### src/rtl/ddr3_axi_req_split_pkg.sv
// Shared constants for the DDR3 AXI request front-end: burst encoding,
// splitter FSM states and arbitration modes.
package ddr3_axi_pkg;

  localparam logic [1:0] BURST_INCR = 2'b01;

  localparam int ARB_RR      = 0;
  localparam int ARB_RD_PRIO = 1;

  typedef enum logic [1:0] {
    ST_IDLE  = 2'd0,
    ST_WRITE = 2'd1,
    ST_READ  = 2'd2
  } state_t;

endpackage

### src/rtl/ddr3_axi_req_split_if.sv
// AXI AW/AR request channels, memory-controller command ports and completion
// pulses of the request splitter; slave is the splitter's view.
interface ddr3_axi_req_split_if #(
  parameter int ADDRS         = 32,
  parameter int AXI_ID_WIDTH  = 4,
  parameter int MEM_ID_WIDTH  = 4,
  parameter int MEM_BURST_LEN = 4
);
  localparam int LENW = $clog2(MEM_BURST_LEN);

  logic                    axi_awvalid_i, axi_awready_o;
  logic [ADDRS-1:0]        axi_awaddr_i;
  logic [AXI_ID_WIDTH-1:0] axi_awid_i;
  logic [7:0]              axi_awlen_i;
  logic [1:0]              axi_awburst_i;

  logic                    axi_arvalid_i, axi_arready_o;
  logic [ADDRS-1:0]        axi_araddr_i;
  logic [AXI_ID_WIDTH-1:0] axi_arid_i;
  logic [7:0]              axi_arlen_i;
  logic [1:0]              axi_arburst_i;

  logic                    mem_wrreq_o, mem_wrack_i, mem_wrerr_i, mem_wrlst_o;
  logic [LENW-1:0]         mem_wrlen_o;
  logic [MEM_ID_WIDTH-1:0] mem_wrtid_o;
  logic [ADDRS-1:0]        mem_wradr_o;

  logic                    mem_rdreq_o, mem_rdack_i, mem_rderr_i, mem_rdlst_o;
  logic [LENW-1:0]         mem_rdlen_o;
  logic [MEM_ID_WIDTH-1:0] mem_rdtid_o;
  logic [ADDRS-1:0]        mem_rdadr_o;

  logic                    wr_done_o, wr_done_err_o;
  logic [AXI_ID_WIDTH-1:0] wr_done_id_o;
  logic                    rd_done_o, rd_done_err_o;
  logic [AXI_ID_WIDTH-1:0] rd_done_id_o;

  modport slave (
    input  axi_awvalid_i, axi_awaddr_i, axi_awid_i, axi_awlen_i, axi_awburst_i,
    input  axi_arvalid_i, axi_araddr_i, axi_arid_i, axi_arlen_i, axi_arburst_i,
    input  mem_wrack_i, mem_wrerr_i, mem_rdack_i, mem_rderr_i,
    output axi_awready_o, axi_arready_o,
    output mem_wrreq_o, mem_wrlst_o, mem_wrlen_o, mem_wrtid_o, mem_wradr_o,
    output mem_rdreq_o, mem_rdlst_o, mem_rdlen_o, mem_rdtid_o, mem_rdadr_o,
    output wr_done_o, wr_done_id_o, wr_done_err_o,
    output rd_done_o, rd_done_id_o, rd_done_err_o
  );

  modport master (
    output axi_awvalid_i, axi_awaddr_i, axi_awid_i, axi_awlen_i, axi_awburst_i,
    output axi_arvalid_i, axi_araddr_i, axi_arid_i, axi_arlen_i, axi_arburst_i,
    output mem_wrack_i, mem_wrerr_i, mem_rdack_i, mem_rderr_i,
    input  axi_awready_o, axi_arready_o,
    input  mem_wrreq_o, mem_wrlst_o, mem_wrlen_o, mem_wrtid_o, mem_wradr_o,
    input  mem_rdreq_o, mem_rdlst_o, mem_rdlen_o, mem_rdtid_o, mem_rdadr_o,
    input  wr_done_o, wr_done_id_o, wr_done_err_o,
    input  rd_done_o, rd_done_id_o, rd_done_err_o
  );

endinterface

### src/rtl/ddr3_axi_req_split_arbiter.sv
// AW/AR grant logic: round-robin, or read priority with a write starvation
// limit. Grants are combinational; pointer and counter update on each grant.
module ddr3_rw_arbiter
  import ddr3_axi_pkg::*;
#(
  parameter int ARB_MODE      = ARB_RR,
  parameter int WR_STARVE_MAX = 4
) (
  input  logic clk,
  input  logic rst,
  input  logic req_w,
  input  logic req_r,
  input  logic idle,
  output logic grant_w,
  output logic grant_r
);
  localparam int SW = $clog2(WR_STARVE_MAX + 2);

  logic          last_w;
  logic [SW-1:0] starve_cnt;
  logic          w_wins;

  always_comb begin
    w_wins = 1'b1;
    if (req_r) begin
      if (ARB_MODE == ARB_RD_PRIO) w_wins = (starve_cnt == SW'(WR_STARVE_MAX));
      else                         w_wins = !last_w;
    end
  end

  assign grant_w = idle & req_w & w_wins;
  assign grant_r = idle & req_r & !grant_w;

  always_ff @(posedge clk) begin
    if (rst) begin
      last_w     <= 1'b0;
      starve_cnt <= '0;
    end else if (grant_w) begin
      last_w     <= 1'b1;
      starve_cnt <= '0;
    end else if (grant_r) begin
      last_w <= 1'b0;
      if (req_w && starve_cnt != SW'(WR_STARVE_MAX)) starve_cnt <= starve_cnt + SW'(1);
    end
  end

endmodule

### src/rtl/ddr3_axi_req_split.sv
// Splits arbitrated AXI AW/AR bursts into memory commands of at most
// MEM_BURST_LEN beats, tagged in acceptance order, and pulses completion.
module ddr3_axi_req_split
  import ddr3_axi_pkg::*;
#(
  parameter int ADDRS         = 32,
  parameter int WIDTH         = 32,
  parameter int AXI_ID_WIDTH  = 4,
  parameter int MEM_ID_WIDTH  = 4,
  parameter int MEM_BURST_LEN = 4,
  parameter int ARB_MODE      = ARB_RR,
  parameter int WR_STARVE_MAX = 4
) (
  input logic                 clock,
  input logic                 reset,
  ddr3_axi_req_split_if.slave bus
);
  localparam int               MASKS    = WIDTH / 8;
  localparam int               ASH      = $clog2(MASKS);
  localparam int               LENW     = $clog2(MEM_BURST_LEN);
  localparam logic [ADDRS-1:0] LOW_MASK = ADDRS'(MASKS - 1);
  localparam logic [8:0]       MBL9     = 9'(MEM_BURST_LEN);

  state_t                  state, state_nx;
  logic [8:0]              remaining, remaining_nx;
  logic [ADDRS-1:0]        adr, adr_nx;
  logic [AXI_ID_WIDTH-1:0] aid, aid_nx, done_id, done_id_nx;
  logic [MEM_ID_WIDTH-1:0] tag, tag_nx, tid, tid_nx;
  logic                    err, err_nx, done_err, done_err_nx;
  logic                    wr_done, wr_done_nx, rd_done, rd_done_nx;

  logic       grant_w, grant_r, idle, wr_act, rd_act, ack, ack_err, last;
  logic [8:0] chunk;

  assign idle    = (state == ST_IDLE);
  assign wr_act  = (state == ST_WRITE);
  assign rd_act  = (state == ST_READ);
  assign chunk   = (remaining > MBL9) ? MBL9 : remaining;
  assign last    = (remaining <= MBL9);
  // acks on the channel not currently commanding are ignored
  assign ack     = (wr_act & bus.mem_wrack_i) | (rd_act & bus.mem_rdack_i);
  assign ack_err = (wr_act & bus.mem_wrerr_i) | (rd_act & bus.mem_rderr_i);

  ddr3_rw_arbiter #(
    .ARB_MODE      (ARB_MODE),
    .WR_STARVE_MAX (WR_STARVE_MAX)
  ) u_arb (
    .clk     (clock),
    .rst     (reset),
    .req_w   (bus.axi_awvalid_i),
    .req_r   (bus.axi_arvalid_i),
    .idle    (idle),
    .grant_w (grant_w),
    .grant_r (grant_r)
  );

  always_comb begin
    state_nx     = state;
    remaining_nx = remaining;
    adr_nx       = adr;
    aid_nx       = aid;
    tid_nx       = tid;
    tag_nx       = tag;
    err_nx       = err;
    wr_done_nx   = 1'b0;
    rd_done_nx   = 1'b0;
    done_err_nx  = 1'b0;
    done_id_nx   = '0;
    case (state)
      ST_IDLE: begin
        if (grant_w) begin
          adr_nx       = bus.axi_awaddr_i & ~LOW_MASK;
          remaining_nx = {1'b0, bus.axi_awlen_i} + 9'd1;
          aid_nx       = bus.axi_awid_i;
          tid_nx       = tag;
          tag_nx       = tag + MEM_ID_WIDTH'(1);
          err_nx       = (bus.axi_awburst_i != BURST_INCR);
          state_nx     = ST_WRITE;
        end else if (grant_r) begin
          adr_nx       = bus.axi_araddr_i & ~LOW_MASK;
          remaining_nx = {1'b0, bus.axi_arlen_i} + 9'd1;
          aid_nx       = bus.axi_arid_i;
          tid_nx       = tag;
          tag_nx       = tag + MEM_ID_WIDTH'(1);
          err_nx       = (bus.axi_arburst_i != BURST_INCR);
          state_nx     = ST_READ;
        end
      end
      default: begin
        if (ack) begin
          remaining_nx = remaining - chunk;
          adr_nx       = adr + (ADDRS'(chunk) << ASH);
          err_nx       = err | ack_err;
          if (last) begin
            state_nx    = ST_IDLE;
            done_err_nx = err | ack_err;
            done_id_nx  = aid;
            wr_done_nx  = wr_act;
            rd_done_nx  = rd_act;
          end
        end
      end
    endcase
  end

  always_ff @(posedge clock) begin
    if (reset) begin
      state     <= ST_IDLE;
      remaining <= '0;
      adr       <= '0;
      aid       <= '0;
      tid       <= '0;
      tag       <= '0;
      err       <= 1'b0;
      wr_done   <= 1'b0;
      rd_done   <= 1'b0;
      done_err  <= 1'b0;
      done_id   <= '0;
    end else begin
      state     <= state_nx;
      remaining <= remaining_nx;
      adr       <= adr_nx;
      aid       <= aid_nx;
      tid       <= tid_nx;
      tag       <= tag_nx;
      err       <= err_nx;
      wr_done   <= wr_done_nx;
      rd_done   <= rd_done_nx;
      done_err  <= done_err_nx;
      done_id   <= done_id_nx;
    end
  end

  assign bus.axi_awready_o = idle & grant_w;
  assign bus.axi_arready_o = idle & grant_r;

  // command fields are forced to zero whenever their request is low
  assign bus.mem_wrreq_o = wr_act;
  assign bus.mem_wrlst_o = wr_act & last;
  assign bus.mem_wrlen_o = wr_act ? LENW'(chunk - 9'd1) : '0;
  assign bus.mem_wrtid_o = wr_act ? tid : '0;
  assign bus.mem_wradr_o = wr_act ? adr : '0;

  assign bus.mem_rdreq_o = rd_act;
  assign bus.mem_rdlst_o = rd_act & last;
  assign bus.mem_rdlen_o = rd_act ? LENW'(chunk - 9'd1) : '0;
  assign bus.mem_rdtid_o = rd_act ? tid : '0;
  assign bus.mem_rdadr_o = rd_act ? adr : '0;

  assign bus.wr_done_o     = wr_done;
  assign bus.wr_done_id_o  = wr_done ? done_id : '0;
  assign bus.wr_done_err_o = wr_done & done_err;
  assign bus.rd_done_o     = rd_done;
  assign bus.rd_done_id_o  = rd_done ? done_id : '0;
  assign bus.rd_done_err_o = rd_done & done_err;

endmodule
### src/flat_wrapper.sv
// flat-port wrapper written by rule: the top's interface ports become plain ports
module ddr3_axi_req_split_flat import ddr3_axi_pkg::*;
#(
  parameter int ADDRS         = 32,
  parameter int WIDTH         = 32,
  parameter int AXI_ID_WIDTH  = 4,
  parameter int MEM_ID_WIDTH  = 4,
  parameter int MEM_BURST_LEN = 4,
  parameter int ARB_MODE      = ARB_RR,
  parameter int WR_STARVE_MAX = 4
)
  (clock, reset, bus_axi_awvalid_i, bus_axi_awaddr_i, bus_axi_awid_i, bus_axi_awlen_i, bus_axi_awburst_i, bus_axi_arvalid_i, bus_axi_araddr_i, bus_axi_arid_i, bus_axi_arlen_i, bus_axi_arburst_i, bus_mem_wrack_i, bus_mem_wrerr_i, bus_mem_rdack_i, bus_mem_rderr_i, bus_axi_awready_o, bus_axi_arready_o, bus_mem_wrreq_o, bus_mem_wrlst_o, bus_mem_wrlen_o, bus_mem_wrtid_o, bus_mem_wradr_o, bus_mem_rdreq_o, bus_mem_rdlst_o, bus_mem_rdlen_o, bus_mem_rdtid_o, bus_mem_rdadr_o, bus_wr_done_o, bus_wr_done_id_o, bus_wr_done_err_o, bus_rd_done_o, bus_rd_done_id_o, bus_rd_done_err_o);
  ddr3_axi_req_split_if #(.ADDRS(ADDRS), .AXI_ID_WIDTH(AXI_ID_WIDTH), .MEM_ID_WIDTH(MEM_ID_WIDTH), .MEM_BURST_LEN(MEM_BURST_LEN)) bus_i ();
  input logic clock;
  input logic reset;
  input wire logic [$bits(bus_i.axi_awvalid_i)-1:0] bus_axi_awvalid_i;
  input wire logic [$bits(bus_i.axi_awaddr_i)-1:0] bus_axi_awaddr_i;
  input wire logic [$bits(bus_i.axi_awid_i)-1:0] bus_axi_awid_i;
  input wire logic [$bits(bus_i.axi_awlen_i)-1:0] bus_axi_awlen_i;
  input wire logic [$bits(bus_i.axi_awburst_i)-1:0] bus_axi_awburst_i;
  input wire logic [$bits(bus_i.axi_arvalid_i)-1:0] bus_axi_arvalid_i;
  input wire logic [$bits(bus_i.axi_araddr_i)-1:0] bus_axi_araddr_i;
  input wire logic [$bits(bus_i.axi_arid_i)-1:0] bus_axi_arid_i;
  input wire logic [$bits(bus_i.axi_arlen_i)-1:0] bus_axi_arlen_i;
  input wire logic [$bits(bus_i.axi_arburst_i)-1:0] bus_axi_arburst_i;
  input wire logic [$bits(bus_i.mem_wrack_i)-1:0] bus_mem_wrack_i;
  input wire logic [$bits(bus_i.mem_wrerr_i)-1:0] bus_mem_wrerr_i;
  input wire logic [$bits(bus_i.mem_rdack_i)-1:0] bus_mem_rdack_i;
  input wire logic [$bits(bus_i.mem_rderr_i)-1:0] bus_mem_rderr_i;
  output wire logic [$bits(bus_i.axi_awready_o)-1:0] bus_axi_awready_o;
  output wire logic [$bits(bus_i.axi_arready_o)-1:0] bus_axi_arready_o;
  output wire logic [$bits(bus_i.mem_wrreq_o)-1:0] bus_mem_wrreq_o;
  output wire logic [$bits(bus_i.mem_wrlst_o)-1:0] bus_mem_wrlst_o;
  output wire logic [$bits(bus_i.mem_wrlen_o)-1:0] bus_mem_wrlen_o;
  output wire logic [$bits(bus_i.mem_wrtid_o)-1:0] bus_mem_wrtid_o;
  output wire logic [$bits(bus_i.mem_wradr_o)-1:0] bus_mem_wradr_o;
  output wire logic [$bits(bus_i.mem_rdreq_o)-1:0] bus_mem_rdreq_o;
  output wire logic [$bits(bus_i.mem_rdlst_o)-1:0] bus_mem_rdlst_o;
  output wire logic [$bits(bus_i.mem_rdlen_o)-1:0] bus_mem_rdlen_o;
  output wire logic [$bits(bus_i.mem_rdtid_o)-1:0] bus_mem_rdtid_o;
  output wire logic [$bits(bus_i.mem_rdadr_o)-1:0] bus_mem_rdadr_o;
  output wire logic [$bits(bus_i.wr_done_o)-1:0] bus_wr_done_o;
  output wire logic [$bits(bus_i.wr_done_id_o)-1:0] bus_wr_done_id_o;
  output wire logic [$bits(bus_i.wr_done_err_o)-1:0] bus_wr_done_err_o;
  output wire logic [$bits(bus_i.rd_done_o)-1:0] bus_rd_done_o;
  output wire logic [$bits(bus_i.rd_done_id_o)-1:0] bus_rd_done_id_o;
  output wire logic [$bits(bus_i.rd_done_err_o)-1:0] bus_rd_done_err_o;
  assign bus_i.axi_awvalid_i = bus_axi_awvalid_i;
  assign bus_i.axi_awaddr_i = bus_axi_awaddr_i;
  assign bus_i.axi_awid_i = bus_axi_awid_i;
  assign bus_i.axi_awlen_i = bus_axi_awlen_i;
  assign bus_i.axi_awburst_i = bus_axi_awburst_i;
  assign bus_i.axi_arvalid_i = bus_axi_arvalid_i;
  assign bus_i.axi_araddr_i = bus_axi_araddr_i;
  assign bus_i.axi_arid_i = bus_axi_arid_i;
  assign bus_i.axi_arlen_i = bus_axi_arlen_i;
  assign bus_i.axi_arburst_i = bus_axi_arburst_i;
  assign bus_i.mem_wrack_i = bus_mem_wrack_i;
  assign bus_i.mem_wrerr_i = bus_mem_wrerr_i;
  assign bus_i.mem_rdack_i = bus_mem_rdack_i;
  assign bus_i.mem_rderr_i = bus_mem_rderr_i;
  assign bus_axi_awready_o = bus_i.axi_awready_o;
  assign bus_axi_arready_o = bus_i.axi_arready_o;
  assign bus_mem_wrreq_o = bus_i.mem_wrreq_o;
  assign bus_mem_wrlst_o = bus_i.mem_wrlst_o;
  assign bus_mem_wrlen_o = bus_i.mem_wrlen_o;
  assign bus_mem_wrtid_o = bus_i.mem_wrtid_o;
  assign bus_mem_wradr_o = bus_i.mem_wradr_o;
  assign bus_mem_rdreq_o = bus_i.mem_rdreq_o;
  assign bus_mem_rdlst_o = bus_i.mem_rdlst_o;
  assign bus_mem_rdlen_o = bus_i.mem_rdlen_o;
  assign bus_mem_rdtid_o = bus_i.mem_rdtid_o;
  assign bus_mem_rdadr_o = bus_i.mem_rdadr_o;
  assign bus_wr_done_o = bus_i.wr_done_o;
  assign bus_wr_done_id_o = bus_i.wr_done_id_o;
  assign bus_wr_done_err_o = bus_i.wr_done_err_o;
  assign bus_rd_done_o = bus_i.rd_done_o;
  assign bus_rd_done_id_o = bus_i.rd_done_id_o;
  assign bus_rd_done_err_o = bus_i.rd_done_err_o;
  ddr3_axi_req_split #(.ADDRS(ADDRS), .WIDTH(WIDTH), .AXI_ID_WIDTH(AXI_ID_WIDTH), .MEM_ID_WIDTH(MEM_ID_WIDTH), .MEM_BURST_LEN(MEM_BURST_LEN), .ARB_MODE(ARB_MODE), .WR_STARVE_MAX(WR_STARVE_MAX)) u_core (.clock(clock), .reset(reset), .bus(bus_i));
endmodule
### config.mk
export PLATFORM = sky130hd
export DESIGN_NAME = ddr3_axi_req_split_flat
export DESIGN_NICKNAME = d
export VERILOG_FILES = /design/src/rtl/ddr3_axi_req_split_pkg.sv /design/src/rtl/ddr3_axi_req_split_if.sv /design/src/rtl/ddr3_axi_req_split_arbiter.sv /design/src/rtl/ddr3_axi_req_split.sv /design/src/flat_wrapper.sv
export SDC_FILE = /design/constraint.sdc
export NUM_CORES = 1
export LEC_CHECK = 0
export BUFFER_PORTS_ARGS = -buffer_cell sky130_fd_sc_hd__buf_4
export CAP_MARGIN = 20
export CORE_UTILIZATION = 45
export DETAILED_ROUTE_END_ITERATION = 16
export MAX_ROUTING_LAYER = met4
export PLACE_DENSITY = 0.88
export SYNTH_ARGS = -nofsm -noshare
export SYNTH_HDL_FRONTEND = slang
export SYNTH_HIERARCHICAL = 1
export SYNTH_SLANG_ARGS = --single-unit
### constraint.sdc
create_clock -name clock -period 3.65 [get_ports clock]
set_input_delay 0.365 -clock clock [delete_from_list [all_inputs] [get_ports clock]]
set_output_delay 0.365 -clock clock [all_outputs]
set_load 0.03 [all_outputs]
Word level (Yosys, flattened, before mapping)
Cells that the tools add are included.
- register bits after elaboration: 64
- input port bits: 100
- output and inout bits: 94
- add/sub/neg operators: 6
- order comparisons: 2
- eq/ne operators: 5
- mux-type cells: 35
- bitwise logic cells: 19
- reductions and logical operators: 10
- operator list (kind ; count):
    $mux W32 ; 6
    $mux W9 ; 5
    $mux W4 ; 10
    $add A32 B11 Y32 ; 1
    $add A8 B1 Y9 const B ; 2
    $and A1 B1 Y1 ; 14
    $mux W2 ; 7
    $gt A9 B3 Y1 const B ; 1
    $le A9 B3 Y1 const B ; 1
    $sub A9 B9 Y9 ; 1
    $mux W1 ; 7
    $reduce_bool A2 Y1 ; 3
    $add A4 B1 Y4 const B ; 1
    $ne A2 B1 Y1 const B ; 2
    $reduce_and A2 Y1 ; 2
    $reduce_or A4 Y1 ; 1
    $ne A3 B1 Y1 const B ; 1
    $or A1 B1 Y1 ; 3
    $reduce_and A3 Y1 ; 1
    $eq A2 B1 Y1 const B ; 1
    $eq A2 B2 Y1 const B ; 1
    $logic_not A1 Y1 ; 2
    $logic_not A2 Y1 ; 1
    $not A1 Y1 ; 2
    $sub A2 B1 Y2 const B ; 1

Longest topological paths before layout
Gate-level depths: netlist (run 1).
- word-level depth: 8
- depth in mapped cells: 17
- gate-level depth less buffers: 11

Cells and area by module
Netlist (run 1), hierarchy kept.
- modules (own cells, without submodules) (module ; instances ; cells an instance ; area each (µm²)):
    ddr3_axi_req_split ; 1 ; 625 ; 4782.1
    ddr3_rw_arbiter ; 1 ; 8 ; 55.1

Least setup slack after synthesis (run 1)
Ideal clock, no wire load.
- path kind: register to register
- start: reg u_core.state[0]
- end: reg u_core.remaining[4]
- library setup time: 0.134 ns
- arrival: 3.657 ns
- data required time: 3.516 ns
- slack: -0.141 ns
- stages on the path, launching flop included: 18
- buffers on the path: 6
- period minus slack after synthesis: 3.791 ns
- cell sequence: dfxtp_1 -> or2_2 -> buf_2 -> inv_1 -> buf_2 -> buf_1 -> nand2_1 -> a21oi_1 -> buf_2 -> buf_2 -> buf_1 -> mux2_2 -> ha_1 -> nand3_1 -> xor2_1 -> nor2_1 -> a211oi_1 -> nor4_1
- cells in the longest elaborated chain, start to end: 7
- elaborated cells between the ends (all ways): 16
- classes of those cells: eq/ne: 3; mux: 2; bitwise: 7; reduce/logical: 4
- RTL lines (what ; line ; source):
    from (decl) ; ddr3_axi_req_split.sv:24 ; state_t state, state_nx;
    from (signal assigned) ; ddr3_axi_req_split.sv:120 ; state <= state_nx;
    $logic_not A2 Y1 * ; ddr3_axi_req_split.sv:35 ; assign idle = (state == ST_IDLE);
    via u_core.idle ; ddr3_axi_req_split.sv:32 ; logic grant_w, grant_r, idle, wr_act, rd_act, ack, ack_err, last;
    $and A1 B1 Y1 * (2 in series) ; ddr3_axi_req_split_arbiter.sv:31 ; assign grant_w = idle & req_w & w_wins;
    via u_core.grant_w ; ddr3_axi_req_split.sv:32 ;
    $logic_not A1 Y1 ; ddr3_axi_req_split_arbiter.sv:32 ; assign grant_r = idle & req_r & !grant_w;
    $and A1 B1 Y1 ; ddr3_axi_req_split_arbiter.sv:32 ;
    $ne A3 B1 Y1 (no line) ; n/a ;
    $reduce_and A2 Y1 (no line) ; n/a ;
    to (signal assigned) ; ddr3_axi_req_split.sv:121 ; remaining <= remaining_nx;
    to (decl) ; ddr3_axi_req_split.sv:25 ; logic [8:0] remaining, remaining_nx;
Mark *: on every way through the listed nets, which the timed path passes. The rest lies on a longest branch.
A chain may end at the register's enable or synchronous reset.

Final worst setup path (run 1)
- start: reg u_core.remaining[2]
- end: reg u_core.adr[22]
- cells in the longest elaborated chain, start to end: 5
- RTL lines (what ; line ; source):
    $gt A9 B3 Y1 ; ddr3_axi_req_split.sv:38 ; assign chunk = (remaining > MBL9) ? MBL9 : remaining;
    $mux W9 * ; ddr3_axi_req_split.sv:38 ;
    $add A32 B11 Y32 * ; ddr3_axi_req_split.sv:92 ; adr_nx = adr + (ADDRS'(chunk) << ASH);
    $mux W32 * ; ddr3_axi_req_split.sv:90 ; if (ack) begin
    $mux W32 * ; ddr3_axi_req_split.sv:69 ; case (state)
    to (signal assigned) ; ddr3_axi_req_split.sv:122 ; adr <= adr_nx;
    to (decl) ; ddr3_axi_req_split.sv:26 ; logic [ADDRS-1:0] adr, adr_nx;
Every way passes the cells marked *; elsewhere a longest branch is shown, timed or not. The select of a mux whose other input is x is not followed.

==> results.json, run 1 <==
{
  "die_area_um2": 11200,
  "synth.yosys.seq_area_share_pct": 25.7,
  "synth_top_area_share_pct": 25.7,
  "root_buffer": "clkbuf_8",
  "setup_slack_ns": 0.292,
  "synthFlopType": "dfxtp_1",
  "power.total_mw": 4.68,
  "die_w_um": 106,
  "slowest_stage": "dfxtp_1",
  "worst_pin_slew_ns": 0.977,
  "max-slew-margin-rel_pct": 34.8,
  "cp_common_cell": "o21ai_0",
  "drt_iter0_markers": 359,
  "grt_max_degree": 51,
  "drt-total-wl_um": 15000,
  "synth_top_area_cell": "dfxtp_1",
  "synth_area_leaders": "dfxtp_1 26%, and2_1 10%, mux2i_1 6.2%",
  "clockBufferDepth": 2,
  "ys_ff_latch": 62,
  "skew_ns": 0.00985,
  "firstDrtPassIters": 5,
  "cts_inserted_buffers": 9,
  "synth_area_per_cell_um2": 7.64,
  "area_growth_pct": 34.0,
  "htree_levels": 3,
  "p_leak_nw": 2.85,
  "io_buffers": 185,
  "clock_latency_ns": 0.35,
  "viasPerCell": 5.62,
  "arrival_ns": 3.59,
  "fin_crit_ns": 3.36,
  "outcome": "complete, no violations",
  "worst_setup_path_end_kind": "flip-flop",
  "yosys_warnings": 6,
  "synth_edf_count": 0,
  "fill_cells": 932,
  "insertedDiodeCount": 0,
  "grt_pass1_vias": 4924,
  "setup_viol": 0,
  "place_hpwl_um": 10700,
  "coreArea_um2": 10400,
  "synthCells": 633,
  "critPathBufInv": 0,
  "ir_drop_mv": 0.418,
  "grt_usage_pct": 27.6,
  "vias": 5280,
  "start_util_pct": 46.6,
  "path_cells": "o21ai_0, and3_1, and2_1, ha_1, fa_1, a21oi_1, o21ai_0, a21bo_2, and2_2, a311oi_1, a211oi_1",
  "min_period_over_period_pct": 92.0,
  "postCtsSetupBuffers": 0,
  "final_cells": 940,
  "drc": 0,
  "die_height_um": 106,
  "fp-row-count": 37,
  "post-place-ws_ns": 0.434,
  "routabilityCongestion": 0.915,
  "max_freq_ghz": 0.298,
  "ant_nets": 0,
  "grt_pass1_wl_um": 24200,
  "rsz0062_at_grt": "false",
  "synthArstFlopShare_pct": 0,
  "cts_resized": 0,
  "wl_per_cell_um": 16.0,
  "min-delay-path-class": "primary input to flip-flop",
  "crit_family": "compound AO/OA/AOI/OAI gates",
  "io_pins": 194,
  "path_clk_slew_ns": 0.08,
  "final_nets": 912,
  "worst_setup_path_start_kind": "flip-flop",
  "cts_sinks": 62,
  "grt_overflow_total": 0,
  "antenna_found_initial": 0,
  "critPathMaxFanout": 12,
  "syn_area_um2": 4840,
  "fin_setup_tns_ns": 0,
  "max-cap-violations": 0,
  "slew_violations": 0,
  "power_density_nw_per_um2": 722,
  "synthDistinctLibCells": 73,
  "dpl.cell_count": 924,
  "finalHoldViolCount": 0,
  "crit_required_ns": 3.88,
  "cpPeakStageDelay_ns": 0.49,
  "drive_gt1_share_pct": 30.5,
  "critical_path_class": "flip-flop to flip-flop",
  "cts_tree": "yes",
  "ctsHoldBuffers": 0
}
-- flip-flops by register name, summed over array words and instances, names as in the netlist --
name	flops
u_core/aid	4
u_core/u_arb/last_w	1
u_core/bus.wr_done_o	1
u_core/tag	4
u_core/done_id	4
u_core/adr	30
u_core/bus.rd_done_o	1
u_core/done_err	1
u_core/state	2
u_core/err	1
u_core/remaining	9
u_core/tid	4
-- metal layers --
metal / GRT usage (%) / vias up / share of wire [%]
met5: - / - / 0
met2: 47.5 / 257 / 48
met4: 7.54 / 0 / 1.3
met3: 4.27 / 18 / 8.2
met1: 33.4 / 2424 / 42
li1: - / 2581 / -
-- worst min-delay path: cells and delay by family --
family          cells  cell delay, ns
buf+inv             1            0.08
compound gates      1            0.06
simple gates        1            0.07
-- logic make-up after synthesis --
group / synth area share [%]
AO/OA/AOI/OAI: 22.0
XOR/XNOR: 3.26
adder cells (fa/ha/maj): 3.52
buffers and inverters: 6.93
flip-flops: 25.7
multiplexers: 8.07
other: 0.155
AND/OR/NAND/NOR: 30.4
-- placed cells by master (no fill, tap or decap), types with 4 or more instances in the layout --
master and count:
a211oi_1 15, a21oi_1 55, a311oi_1 6, a31oi_1 12, and2_1 80, and3_1 4, buf_4 195, clkbuf_8 9
conb_1 11, dfxtp_1 62, ha_1 12, inv_1 16, mux2_2 8, mux2i_1 30, nand2_1 55, nand3_1 15
nand4_1 15, nor2_1 53, nor2b_1 8, nor3_1 17, nor4_1 4, o21ai_0 29, o221a_2 4, o32ai_1 5
xnor2_1 11, xor2_1 7
-- worst paths after layout --
| check | start | endpoint | slack, ns | depth (start not counted) |
|---|---|---|---|---|
| hold / removal | bus_axi_araddr_i[3] | u_core/adr[3] | 0.26 | 3 |
| hold reg to reg | u_core/aid[3] | u_core/done_id[3] | 0.46 | 1 |
| setup / recovery | u_core/remaining[2] | u_core/adr[22] | 0.29 | 11 |
| setup reg to reg | u_core/remaining[2] | u_core/adr[22] | 0.29 | 11 |
-- where the power goes --
part / total, mW / internal (mW) / switching [mW] / leakage [nW]
Sequential: 1.23 / 0.927 / 0.303 / 0.510
Combinational: 2.74 / 1.03 / 1.70 / 2.23
Clock: 0.711 / 0.395 / 0.316 / 0.116
Total: 4.68 / 2.36 / 2.32 / 2.85
-- cells in the mapped netlist, types with 16 or more instances --
library cell	count
nor2_1	53
inv_1	16
mux2i_1	30
clkbuf_1	23
dfxtp_1	62
and2_1	80
o21ai_0	29
nand2_1	55
nor3_1	17
a21oi_1	56
-- stage by stage --
stage               hold slack (ns)  instance area (µm²)  utilization [%]
detailed placement            0.442                 6250             60.3
global route                  0.271                 6480             62.5
CTS                           0.262                 6480             62.5
floorplan                     0.431                 4870                -
global placement              0.436                 6250             60.3
finish                        0.259                 6480             62.5
-- area by class of cell --
class                   instances  area [µm²]  share of cell area, %
flip-flops and latches         62        1240                   19.1
inverters                      16        60.1                  0.926
clock buffers                   9         124                   1.91
repair buffers                195        1460                   22.6
multi-input cells             515        3320                   51.2
well taps                     136         170                   2.62
clock inverters                 7         106                   1.64
Note: power is estimated with default switching activity, not from simulation.
==> inputs of run 2 (changes only) <==
--- a/config.mk
+++ b/config.mk
@@ -10,6 +10,5 @@
 export CORE_UTILIZATION = 45
 export DETAILED_ROUTE_END_ITERATION = 16
-export MAX_ROUTING_LAYER = met4
-export PLACE_DENSITY = 0.88
+export PLACE_DENSITY_LB_ADDON = 0.25
 export SYNTH_ARGS = -nofsm -noshare
 export SYNTH_HDL_FRONTEND = slang
==> constraint.sdc (replaced) <==
create_clock -name clock -period 3.65 [get_ports clock]
set_input_delay 0.1825 -clock clock [delete_from_list [all_inputs] [get_ports clock]]
set_output_delay 0.1825 -clock clock [all_outputs]
set_load 0.03 [all_outputs]
==> results.json, run 2 (synthesis gave the netlist of run 1 again) <==
{
  "grt_overflow_total": 0,
  "root_buffer": "clkbuf_8",
  "rsz0062_at_grt": "false",
  "place_hpwl_um": 11300,
  "grt_usage_pct": 28.0,
  "die_area_um2": 11200,
  "drt-total-wl_um": 15800,
  "fill_cells": 954,
  "ir_drop_mv": 0.471,
  "min_period_over_period_pct": 91.6,
  "min-delay-path-class": "primary input to flip-flop",
  "crit_required_ns": 3.88,
  "insertedDiodeCount": 0,
  "ctsHoldBuffers": 0,
  "outcome": "complete, no violations",
  "swShare_pct": 50.3,
  "wl_per_cell_um": 16.8,
  "cts_inserted_buffers": 9,
  "worst_pin_slew_ns": 0.929,
  "critPathBufInv": 0,
  "io_buffers": 185,
  "slowest_stage": "nor3_1",
  "die_height_um": 106,
  "max_freq_ghz": 0.299,
  "crit_family": "simple AND/OR/NAND/NOR gates",
  "max-slew-margin-rel_pct": 38.0,
  "drive_gt1_share_pct": 30.5,
  "start_util_pct": 46.6,
  "critical_path_class": "flip-flop to flip-flop",
  "r2r-start": "u_core/remaining[3]",
  "critPathMaxFanout": 7,
  "fin_crit_ns": 3.34,
  "layout_common_cells": "195 x buf_4, 80 x and2_1, 62 x dfxtp_1",
  "antenna_found_initial": 0,
  "grt_max_degree": 51,
  "final_nets": 912,
  "ant_nets": 0,
  "clockBufferDepth": 2,
  "io_pins": 194,
  "firstDrtPassIters": 6,
  "switchingPower_mw": 2.32,
  "final_cells": 940,
  "vias": 5292,
  "area_growth_pct": 33.4,
  "routabilityCongestion": 0.872,
  "largest_register": "u_core/adr",
  "finalHoldViolCount": 0,
  "arrival_ns": 3.57,
  "drt_iter0_markers": 379,
  "final_common_cell": "buf_4",
  "p_clk_share_pct": 13.4,
  "cts_resized": 0,
  "grt_pass1_vias": 5042,
  "grt_pass1_wl_um": 24900,
  "worst_setup_path_end_kind": "flip-flop",
  "dpl.cell_count": 924,
  "htree_levels": 3,
  "fp-row-count": 37,
  "path_clk_slew_ns": 0.07,
  "cpPeakStageDelay_ns": 0.51,
  "setup_viol": 0,
  "pwr-share-seq_pct": 27.0,
  "skew_ns": 0.00927,
  "slew_violations": 0,
  "worst_setup_path_start_kind": "flip-flop",
  "die_w_um": 106,
  "fin_setup_tns_ns": 0,
  "path_cells": "nor3_1, and3_1, and2_1, ha_1, fa_1, a21oi_1, o21ai_0, a21bo_2, and2_2, nand2_1, o221a_2",
  "drc": 0,
  "coreArea_um2": 10400,
  "hp-start": "bus_axi_arvalid_i",
  "max-cap-violations": 0,
  "cts_tree": "yes",
  "power_density_nw_per_um2": 715,
  "postCtsSetupBuffers": 0,
  "p_leak_nw": 2.84,
  "cp-startpoint": "u_core/remaining[3]",
  "power.internal_mw": 2.29,
  "clock_latency_ns": 0.34,
  "top_regs": "u_core/adr x30, u_core/remaining x9",
  "pwr-share-comb_pct": 59.6,
  "cts_sinks": 62,
  "largest_reg_flops": 30,
  "viasPerCell": 5.63
}
==> run 2: changes by cell type in the layout (fill, tap and decap cells not counted) <==
cell        delta
clkinv_4       -2
clkbuf_8       +1
bufinv_16      -1
clkinv_2       +3
inv_8          -1
inv_6          -1
clkinvlp_4     +1
==> run 2: per-layer routing <==
layer / vias up / global-route usage (%) / share of wire (%)
met5: - / 0 / 0
met4: 0 / 10.5 / 2.2
met3: 28 / 3.46 / 6.0
met2: 214 / 50.5 / 50
met1: 2465 / 33.6 / 42
li1: 2585 / - / -
==> run 2: cell type report <==
class	count	area, µm²	share of cell area [%]
Clock buffer	10	138	2.13
Clock inverter	6	61.3	0.950
Sequential cell	62	1240	19.2
Multi-Input combinational cell	515	3320	51.4
Timing Repair Buffer	195	1460	22.7
Inverter	16	60.1	0.931
Tap cell	136	170	2.64
==> run 2: path summary, 6_finish.rpt <==
kind         slack, ns  depth (start not counted)                   to
max               0.31                         11       u_core/adr[18]
min               0.09                          2  u_core/u_arb/last_w
max reg2reg       0.31                         11       u_core/adr[18]
min reg2reg       0.47                          2        u_core/tid[3]
==> run 2: power groups by stage <==
stage	Combinational, mW	Clock, mW	Sequential (mW)
2_1_floorplan	2.04	0	1.13
3_3_place_gp	2.66	0	1.23
3_5_place_dp	2.71	0	1.25
4_1_cts	2.73	0.629	1.24
5_1_grt	3.01	0.664	1.28
6_report	2.75	0.617	1.24
==> run 2: per-stage QoR <==
stage	util, %	area [µm²]	setup slack [ns]	hold WS [ns]	power, mW
after floorplan	-	4870	0.00644	0.261	3.17
after global placement	60.3	6250	0.440	0.432	3.89
after detailed placement	60.3	6250	0.368	0.436	3.95
after CTS	62.2	6450	0.335	0.0771	4.59
after global routing	62.2	6450	0.0638	0.0860	4.96
final	62.2	6450	0.306	0.0870	4.61
==> inputs of run 3 (changes only) <==
SYNTH_HIERARCHICAL = unset   (was 1)
==> results.json, run 3 <==
{
  "crit_required_ns": 3.93,
  "synthDistinctLibCells": 78,
  "drc": 0,
  "max-slew-margin-rel_pct": 40.8,
  "cts_sinks": 62,
  "pwr-share-seq_pct": 31.3,
  "grt_overflow_total": 0,
  "critPathMaxFanout": 8,
  "synth_edf_count": 0,
  "largest_reg_flops": 30,
  "outcome": "complete, no violations",
  "syn_area_um2": 4950,
  "synthFlopType": "dfxtp_1",
  "clockBufferDepth": 2,
  "min_period_over_period_pct": 93.5,
  "arrival_ns": 3.69,
  "setup_viol": 0,
  "p_leak_nw": 3.00,
  "die_height_um": 107,
  "fill_cells": 956,
  "grt_usage_pct": 28.0,
  "synthCells": 688,
  "swShare_pct": 41.5,
  "fp-row-count": 37,
  "ant_nets": 0,
  "synth_common_cells": "86 x nand2_1, 85 x and2_1, 62 x dfxtp_1",
  "clock_latency_ns": 0.34,
  "htree_levels": 3,
  "power.total_mw": 3.09,
  "slew_violations": 0,
  "vias": 5689,
  "whs_ns": 0.102,
  "min-delay-path-class": "primary input to flip-flop",
  "io_pins": 194,
  "die_w_um": 107,
  "final_common_cell": "buf_4",
  "fin_crit_ns": 3.41,
  "critical_path_class": "flip-flop to flip-flop",
  "dpl.cell_count": 971,
  "cts_inserted_buffers": 9,
  "place_hpwl_um": 11800,
  "ys_ff_latch": 62,
  "synthArstFlopShare_pct": 0,
  "antenna_found_initial": 0,
  "finalHoldViolCount": 0,
  "fin_setup_tns_ns": 0,
  "synth_top_area_cell": "dfxtp_1",
  "max-cap-violations": 0,
  "path_clk_slew_ns": 0.07,
  "firstDrtPassIters": 5,
  "routabilityCongestion": 0.857,
  "drt_iter0_markers": 379,
  "layout_common_cells": "193 x buf_4, 86 x nand2_1, 85 x and2_1",
  "drt-total-wl_um": 16400,
  "viasPerCell": 5.76,
  "wl_per_cell_um": 16.7,
  "worst_setup_path_end_kind": "flip-flop",
  "final_nets": 960,
  "die_area_um2": 11400,
  "postCtsSetupBuffers": 0,
  "insertedDiodeCount": 0,
  "final_cells": 987,
  "yosys_warnings": 0,
  "rsz0062_at_grt": "false",
  "max_freq_ghz": 0.293,
  "io_buffers": 185,
  "largest_register": "u_core.adr",
  "ir_drop_mv": 0.244,
  "p_clk_share_pct": 24.2,
  "grt_pass1_vias": 5208,
  "top_regs": "u_core.adr x30, u_core.remaining x9",
  "drive_gt1_share_pct": 26.9,
  "skew_ns": 0.00558,
  "worst_setup_path_start_kind": "flip-flop",
  "grt_pass1_wl_um": 25600,
  "root_buffer": "clkbuf_8",
  "pwr-share-comb_pct": 44.5,
  "power_density_nw_per_um2": 466,
  "synth.yosys.seq_area_share_pct": 25.1,
  "coreArea_um2": 10500,
  "post-synth-top-count-cell": "nand2_1",
  "post_dp_cell_area_um2": 6370,
  "synth_area_per_cell_um2": 7.19,
  "design_area_um2": 6640,
  "switchingPower_mw": 1.28,
  "grt_max_degree": 55,
  "worst_pin_slew_ns": 0.887,
  "power.internal_mw": 1.81,
  "cts_tree": "yes",
  "area_growth_pct": 34.2,
  "synth_area_leaders": "dfxtp_1 25%, and2_1 11%, nand2_1 6.5%",
  "start_util_pct": 47.1,
  "synth_top_area_share_pct": 25.1
}
==> run 3: final cells by class <==
cell class / count / area, µm² / area share [%]
multi-input cells: 571 / 3480 / 52.5
repair buffers: 194 / 1480 / 22.2
flip-flops and latches: 62 / 1240 / 18.7
well taps: 136 / 170 / 2.56
clock buffers: 11 / 141 / 2.13
clock inverters: 4 / 95.1 / 1.43
inverters: 9 / 33.8 / 0.509
==> run 3: path summary, 6_finish.rpt <==
check	startpoint	to	slack, ns	cells past startpoint
setup / recovery	u_core.remaining[3]	u_core.adr[28]	0.24	11
hold / removal	bus_mem_rderr_i	u_core.done_err	0.10	3
setup reg to reg	u_core.remaining[3]	u_core.adr[28]	0.24	11
hold reg to reg	u_core.tid[2]	u_core.tid[2]	0.46	2
==> run 3: through the flow <==
stage	util, %	worst slack (ns)
5_1_grt	63.2	0.00655
2_1_floorplan	-	0.507
3_3_place_gp	60.6	0.307
6_report	63.2	0.237
3_5_place_dp	60.6	0.215
4_1_cts	62.9	0.197
==> run 3: worst max-delay path: stages, from the launching register on <==
cell      delay, ns
dfxtp_1        0.37
or4_1          0.63
nor4b_4        0.27
and2_1         0.28
ha_1           0.26
fa_1           0.23
a21o_1         0.18
a221oi_4       0.11
o22ai_4        0.25
nand2_2        0.12
or4_1          0.47
a31oi_1        0.16
==> run 3: timing repair <==
action / in CTS / in global routing
gates resized for setup: 0 / 1
endpoints found under the setup margin: 0 / 2
hold buffers: 0 / 0
==> run 3: cells by family (layout without fill, tap and decap cells) <==
family | after synthesis | in the layout | share of synthesized area [%]
simple gates | 336 | 336 | 34.7
compound gates | 175 | 175 | 23.9
buf+inv | 64 | 218 | 5.81
flops | 62 | 62 | 25.1
mux | 19 | 19 | 3.89
xor+xnor | 17 | 17 | 3.01
fa+ha+maj | 13 | 13 | 3.44
other cells | 2 | 11 | 0.152
==> run 3: metal layers <==
layer / share of wire [%] / routed length [µm] / track usage (%)
met1: 42 / 6970 / 35.5
met2: 50 / 8140 / 49.3
met3: 6.5 / 1060 / 3.22
met4: 1.6 / 270 / 8.81
met5: 0 / 0 / 0
==> run 3: power groups by stage <==
| stage | sequential [mW] | clock (mW) | combinational [mW] |
|---|---|---|---|
| final | 0.967 | 0.750 | 1.38 |
| after CTS | 0.961 | 0.748 | 1.34 |
| after global placement | 0.968 | 0 | 1.31 |
| after floorplan | 0.896 | 0 | 0.997 |
| after global routing | 0.988 | 0.776 | 1.50 |
| after detailed placement | 0.976 | 0 | 1.33 |
